### config.mk
export PLATFORM = sky130hd
export DESIGN_NAME = bcd_encoder_seq_flat
export DESIGN_NICKNAME = d
export VERILOG_FILES = /design/src/rtl/bcd_encoder_seq_if.sv /design/src/rtl/bcd_encoder_seq.sv /design/src/flat_wrapper.sv
export SDC_FILE = /design/constraint.sdc
export NUM_CORES = 1
export LEC_CHECK = 0
export BUFFER_PORTS_ARGS = -buffer_cell sky130_fd_sc_hd__buf_2
export CORE_UTILIZATION = 60
export CTS_CLUSTER_SIZE = 25
export DETAILED_ROUTE_END_ITERATION = 10
export PLACE_DENSITY = 0.84
export RECOVER_POWER = 100
export SYNTH_ARGS = -nofsm -noshare
export SYNTH_HDL_FRONTEND = slang
export SYNTH_SLANG_ARGS = --single-unit
### constraint.sdc
create_clock -name iClk -period 3.13 [get_ports iClk]
set_input_delay 0.4695 -clock iClk [delete_from_list [all_inputs] [get_ports iClk]]
set_output_delay 0.4695 -clock iClk [all_outputs]
set_load 0.05 [all_outputs]
### src/rtl/bcd_encoder_seq_if.sv
`default_nettype none
// ============================================================================
// Module   : bcd_encoder_seq_if
// Brief    : Valid/ready handshake bundle for the bcd_encoder_seq converter.
//            The master drives words in and accepts results; the slave is
//            the converter itself.
// Revision : 1.0 - initial release
// ============================================================================
interface bcd_encoder_seq_if #(
  parameter int DATA_W = 8,
  parameter int DIGITS = 3
);
  logic                 i_valid;
  logic                 o_ready;
  logic [DATA_W:0]      i_b_val;
  logic                 o_valid;
  logic                 i_ready;
  logic [DIGITS:0][3:0] o_data;
  logic                 o_ovf;

  modport master (
    output i_valid, i_b_val, i_ready,
    input  o_ready, o_valid, o_data, o_ovf
  );

  modport slave (
    input  i_valid, i_b_val, i_ready,
    output o_ready, o_valid, o_data, o_ovf
  );
endinterface
`default_nettype wire

### src/rtl/bcd_encoder_seq.sv
`default_nettype none
// ============================================================================
// Module   : bcd_encoder_seq
// Brief    : Multi-cycle binary to packed-BCD converter (shift/add-3, one
//            bit per clock) with a sign nibble on top and sticky decimal
//            overflow. Sign-magnitude or two's-complement input.
// Options  : BCD_NEG_ZERO_FIX_EN - when defined, a zero magnitude always
//            reports the positive sign nibble (suppresses SM "-0").
// Revision : 1.0 - initial release
// ============================================================================
module bcd_encoder_seq #(
  parameter int DATA_W      = 8,
  parameter int DIGITS      = 3,
  parameter int SIGNED_MODE = 0
) (
  input  wire logic          iClk,
  input  wire logic          iReset,
  bcd_encoder_seq_if.slave   bus
);

  // In 2C mode the magnitude needs one extra bit so -2^DATA_W fits.
  localparam int          MAG_W    = DATA_W + SIGNED_MODE;
  localparam int          CNT_W    = $clog2(MAG_W + 1);
  localparam int          DIG_W    = 4 * DIGITS;
  localparam logic [3:0]  SIGN_POS = 4'b1100;
  localparam logic [3:0]  SIGN_NEG = 4'b1101;

  typedef enum logic [1:0] {
    IDLE  = 2'd0,
    SHIFT = 2'd1,
    DONE  = 2'd2
  } state_t;

  state_t               state_q, state_d;
  logic [MAG_W-1:0]     mag_q, mag_d;
  logic [DIG_W-1:0]     dig_q, dig_d;
  logic [CNT_W-1:0]     cnt_q, cnt_d;
  logic                 sign_q, sign_d;
  logic                 ovf_q, ovf_d;
  logic [DIGITS:0][3:0] data_q, data_d;
  logic                 ovf_out_q, ovf_out_d;

  logic                 in_sign;
  logic [MAG_W-1:0]     in_mag;
  logic                 acc_sign;
  logic [DIG_W-1:0]     adj;

  // Split the incoming word into sign and unsigned magnitude.
  always_comb begin
    in_sign = bus.i_b_val[DATA_W];
    if (SIGNED_MODE != 0) begin
      in_mag = in_sign ? MAG_W'(-bus.i_b_val) : MAG_W'(bus.i_b_val);
    end else begin
      in_mag = MAG_W'(bus.i_b_val[DATA_W-1:0]);
    end
`ifdef BCD_NEG_ZERO_FIX_EN
    acc_sign = in_sign && (in_mag != '0);
`else
    acc_sign = in_sign;
`endif
  end

  // Add-3 correction on every digit that is 5 or more before the shift.
  always_comb begin
    adj = dig_q;
    for (int i = 0; i < DIGITS; i++) begin
      if (dig_q[4*i +: 4] >= 4'd5) begin
        adj[4*i +: 4] = dig_q[4*i +: 4] + 4'd3;
      end
    end
  end

  // Next-state and datapath update for the IDLE/SHIFT/DONE sequencer.
  always_comb begin
    state_d   = state_q;
    mag_d     = mag_q;
    dig_d     = dig_q;
    cnt_d     = cnt_q;
    sign_d    = sign_q;
    ovf_d     = ovf_q;
    data_d    = data_q;
    ovf_out_d = ovf_out_q;
    case (state_q)
      IDLE: begin
        if (bus.i_valid) begin
          sign_d  = acc_sign;
          mag_d   = in_mag;
          dig_d   = '0;
          ovf_d   = 1'b0;
          cnt_d   = CNT_W'(MAG_W);
          state_d = SHIFT;
        end
      end
      SHIFT: begin
        if (cnt_q != '0) begin
          dig_d = {adj[DIG_W-2:0], mag_q[MAG_W-1]};
          mag_d = mag_q << 1;
          if (adj[DIG_W-1]) begin
            ovf_d = 1'b1;
          end
          cnt_d = cnt_q - 1'b1;
        end else begin
          // Results are published only here, so they stay put otherwise.
          data_d    = {(sign_q ? SIGN_NEG : SIGN_POS), dig_q};
          ovf_out_d = ovf_q;
          state_d   = DONE;
        end
      end
      DONE: begin
        if (bus.i_ready) begin
          state_d = IDLE;
        end
      end
      default: state_d = IDLE;
    endcase
  end

  // State and datapath registers, cleared asynchronously.
  always_ff @(posedge iClk or posedge iReset) begin
    if (iReset) begin
      state_q   <= IDLE;
      mag_q     <= '0;
      dig_q     <= '0;
      cnt_q     <= '0;
      sign_q    <= 1'b0;
      ovf_q     <= 1'b0;
      data_q    <= '0;
      ovf_out_q <= 1'b0;
    end else begin
      state_q   <= state_d;
      mag_q     <= mag_d;
      dig_q     <= dig_d;
      cnt_q     <= cnt_d;
      sign_q    <= sign_d;
      ovf_q     <= ovf_d;
      data_q    <= data_d;
      ovf_out_q <= ovf_out_d;
    end
  end

  // Ready is held low for the whole time reset is asserted.
  assign bus.o_ready = (state_q == IDLE) && !iReset;
  assign bus.o_valid = (state_q == DONE);
  assign bus.o_data  = data_q;
  assign bus.o_ovf   = ovf_out_q;

endmodule
`default_nettype wire

### src/flat_wrapper.sv
// flat-port wrapper written by rule: the top's interface ports become plain ports
module bcd_encoder_seq_flat 
#(
  parameter int DATA_W      = 8,
  parameter int DIGITS      = 3,
  parameter int SIGNED_MODE = 0
)
  (iClk, iReset, bus_i_valid, bus_i_b_val, bus_i_ready, bus_o_ready, bus_o_valid, bus_o_data, bus_o_ovf);
  bcd_encoder_seq_if #(.DATA_W(DATA_W), .DIGITS(DIGITS)) bus_i ();
  input  wire logic iClk;
  input  wire logic iReset;
  input wire logic [$bits(bus_i.i_valid)-1:0] bus_i_valid;
  input wire logic [$bits(bus_i.i_b_val)-1:0] bus_i_b_val;
  input wire logic [$bits(bus_i.i_ready)-1:0] bus_i_ready;
  output wire logic [$bits(bus_i.o_ready)-1:0] bus_o_ready;
  output wire logic [$bits(bus_i.o_valid)-1:0] bus_o_valid;
  output wire logic [$bits(bus_i.o_data)-1:0] bus_o_data;
  output wire logic [$bits(bus_i.o_ovf)-1:0] bus_o_ovf;
  assign bus_i.i_valid = bus_i_valid;
  assign bus_i.i_b_val = bus_i_b_val;
  assign bus_i.i_ready = bus_i_ready;
  assign bus_o_ready = bus_i.o_ready;
  assign bus_o_valid = bus_i.o_valid;
  assign bus_o_data = bus_i.o_data;
  assign bus_o_ovf = bus_i.o_ovf;
  bcd_encoder_seq #(.DATA_W(DATA_W), .DIGITS(DIGITS), .SIGNED_MODE(SIGNED_MODE)) u_core (.iClk(iClk), .iReset(iReset), .bus(bus_i));
endmodule
==> run_results.csv <==
group,metric,value,unit
routing,dr.first_iter.drc_count,28,
timing,drv_slew,44,
timing,setup_viol,0,
cts,root_buffer,"clkbuf_4",
cts,tritoncts,"built",
cts,postCtsSetupBuffers,0,
die,dieArea,0.003563,mm^2
routing,route.vias.total,1391,
yosys,synth_top_area_frac,0.5388,
yosys,syn_area_per_cell,11.09,um^2
global_route,grt_pass1_wl,5.851,mm
pwr,vdd_ir_drop_max,460.4,uV
yosys,synthCells,180,
run,maxCapViolations,1,
global_route,grt_pass1_vias,1335,
timing,finalWorstSetupSlack,0.8676,ns
final_layout,final_cell_mix,"dfrtp_1 (43), nand2_1 (23), clkbuf_1 (21), o21ai_0 (20)",
cts,cts_buffers,5,
routing,wl_met2,1.653,mm
run_status,outcome,"finished with violations",
placed_design,io_buffers,30,
global_route,antenna_found_initial,0,
routing,drc,0,
yosys,synth_warnings,0,
worst_setup_path,end_kind,"flop",
global_route,grt_max_degree,44,
routing,first_pass_iters,4,
timing,fmax,0.4420,GHz
routing,drt_wl_total,3.463,mm
yosys,syn_area,0.001997,mm^2
global_route,track_usage,0.2297,
timing,rsz0062_at_grt,"no",
global_route,grt-ovfl-total,0,
yosys,synth_cell_types,34,
timing,finalCritPeriodShare,0.7228,
routing,via_per_inst,5.498,
final_layout,stdcell_count,253,
worst_setup_path,r2r_cells,7,
routing,routedWlPerCell,13.69,um
cts,ctsResizeCount,0,
hold_path,hold_path_class,"in -> reg",
worst_setup_path,crit_buf_inv,2,
routing,top_layer,"met4",
placed_design,place_hpwl,2.459,mm
yosys,yosysTopAreaCell,"dfrtp_1",
pwr,p_per_area,1142,mW/mm^2
die,io_pins,32,
timing,finalHoldViolCount,0,
die,start_util,0.6435,
worst_setup_path,arrival,2.55,ns
die,row_count,20,
timing,fin_setup_tns,0,ns
yosys,yosysSeqAreaShare,0.5388,
placed_design,globalplace.congestion,0.7743,
worst_setup_path,crit_slowest_cell,"a211o_1",
cts,cts_sinks,43,
worst_setup_path,path_cells,"inv_1, ha_1, nor3b_1, a211o_1, inv_1, o31ai_1, a32o_1",
worst_setup_path,crit_family,"compound AO/OA/AOI/OAI gates",
run_status,violations,"max-capacitance violations, max-slew violations",
routing,dr_wl_met3,180,um
timing,worst_pin_slew,2.168,ns
worst_setup_path,path_class,"reg -> reg",
timing,min_period,2.262,ns
worst_setup_path,crit_required,3.42,ns
cts,cts_buffer_depth,2,
worst_setup_path,critPathMaxFanout,20,
worst_setup_path,crit_cells,7,
cts,clkTransAtPathRegs,0.12,ns
die,placeableCoreArea,0.003103,mm^2
timing,relSlewSlack,-0.4456,
placed_design,pre_cts_ws,1.096,ns
final_layout,final_nets,229,
final_layout,synthToLayoutAreaGrowth,8.772,%
final_layout,layout.cells.most_common,"dfrtp_1",
yosys,ys_top_cells_by_area,"dfrtp_1 (54%), mux2_2 (5.1%), ha_1 (5.0%)",
worst_setup_path,crit_path_frequent_cell,"inv_1",
worst_setup_path,cp-start-kind,"flop",
die,die_w,59.69,um
cts,htreeDepth,2,
cts,ctsHoldBuffers,0,
placed_design,post-place-cells,245,
routing,wl_met1,1.567,mm
worst_setup_path,slowest_delay,0.53,ns
timing,finalClockSkew,0.01068,ns
final_layout,drive_above_1_share,0.1292,
final_layout,n_antenna_cell,0,
pwr,p_leak,1.041,nW
cts,clk_latency,0.35,ns
yosys,syn-num-nets,201,
routing,ant_nets,0,
yosys,ys_ff_latch,43,
die,die_h,59.69,um
hold_path,whs_path_depth,2,
[routing by layer]
metal / global-route usage / vias to the layer above
li1: - / 681
met1: 0.2768 / 664
met2: 0.3794 / 40
met3: 0.06710 / 6
met4: 0.1063 / 0
met5: 0 / -
[metrics by stage]
| step | instance area (um^2) | utilization | power, mW | hold slack, ns |
|---|---|---|---|---|
| finish | 2172 | 0.7000 | 2.480 | 0.3127 |
| global route | 2172 | 0.7000 | 2.681 | 0.3078 |
| CTS | 2210 | 0.7121 | 2.535 | 0.2526 |
| detailed placement | 2141 | 0.6899 | 2.231 | 0.4649 |
| global placement | 2141 | 0.6899 | 2.161 | 0.4569 |
| floorplan | 1997 | - | 2.007 | 0.4417 |
[cell families (layout without fill, tap and decap cells)]
group,after synthesis,after routing,synth area share
fa+ha+maj,8,8,0.05013
flops,43,43,0.5388
other cells,1,1,0.001878
simple gates,40,40,0.09963
compound gates,44,44,0.1360
mux,19,19,0.1009
buf+inv,21,50,0.05514
xor+xnor,4,4,0.01755
[registers in the layout (all words and copies together), names as in the netlist]
name	count
u_core.bus.o_data	14
u_core.bus.o_ovf	1
u_core.cnt_q	4
u_core.dig_q	12
u_core.mag_q	8
u_core.ovf_q	1
u_core.sign_q	1
u_core.state_q	2
[path summary, 6_finish.rpt]
| kind | from | end | slack [ns] |
|---|---|---|---|
| setup / recovery | u_core.cnt_q[0]$_DFFE_PP0P_ | u_core.dig_q[3]$_DFFE_PP0P_ | 0.87 |
| hold / removal | bus_i_ready | u_core.state_q[1]$_DFFE_PP0P_ | 0.31 |
| setup reg to reg | u_core.cnt_q[0]$_DFFE_PP0P_ | u_core.dig_q[3]$_DFFE_PP0P_ | 0.87 |
| hold reg to reg | u_core.bus.o_data[1]$_DFFE_PP0N_ | u_core.bus.o_data[1]$_DFFE_PP0N_ | 0.49 |
| max in group asynchronous | iReset | u_core.dig_q[2]$_DFFE_PP0P_ | 0.99 |
| min in group asynchronous | iReset | u_core.mag_q[0]$_DFFE_PP0P_ | 0.90 |
[cell usage after synthesis]
library cell   n
nand2b_2       1
mux2i_1       10
a31oi_1        1
a32o_1         3
o21ai_0       18
nand2b_1       5
mux2_2         9
and2_1         1
conb_1         1
nand2_1       22
dfrtp_1       43
buf_6          1
o21a_1         1
xnor2_1        3
a211oi_1       1
nor3b_2        1
buf_4          5
nor3_1         3
a22o_1         3
a211o_1        1
o22ai_1        6
nor3b_1        2
o31ai_1        3
inv_2          1
xor2_1         1
buf_2          4
ha_1           8
and2b_1        1
o21ai_1        2
inv_1         10
nor2_1         2
nor2b_1        1
nand2_2        1
a21oi_1        5
[power by group]
part | switching (mW) | total [mW] | leakage (nW) | internal [mW]
clock network | 0.167 | 0.299 | 0.0386 | 0.132
logic | 0.815 | 1.23 | 0.462 | 0.415
registers | 0.157 | 0.950 | 0.541 | 0.793
[area by class of cell]
type | instances | area [um^2]
Clock buffer | 8 | 68.82
Inverter | 11 | 41.29
Timing Repair Buffer | 31 | 130.1
Multi-Input combinational cell | 116 | 800.8
Sequential cell | 43 | 1076
Fill cell | 253 | 930.9
Tap cell | 44 | 55.05
[worst register-to-register path, cell delays in order, from the launching register on]
cell     delay (ns)
dfrtp_1        0.43
inv_1          0.09
ha_1           0.15
nor3b_1        0.36
a211o_1        0.53
inv_1          0.34
o31ai_1        0.14
a32o_1         0.16
Power figures use the tool's default switching activity.
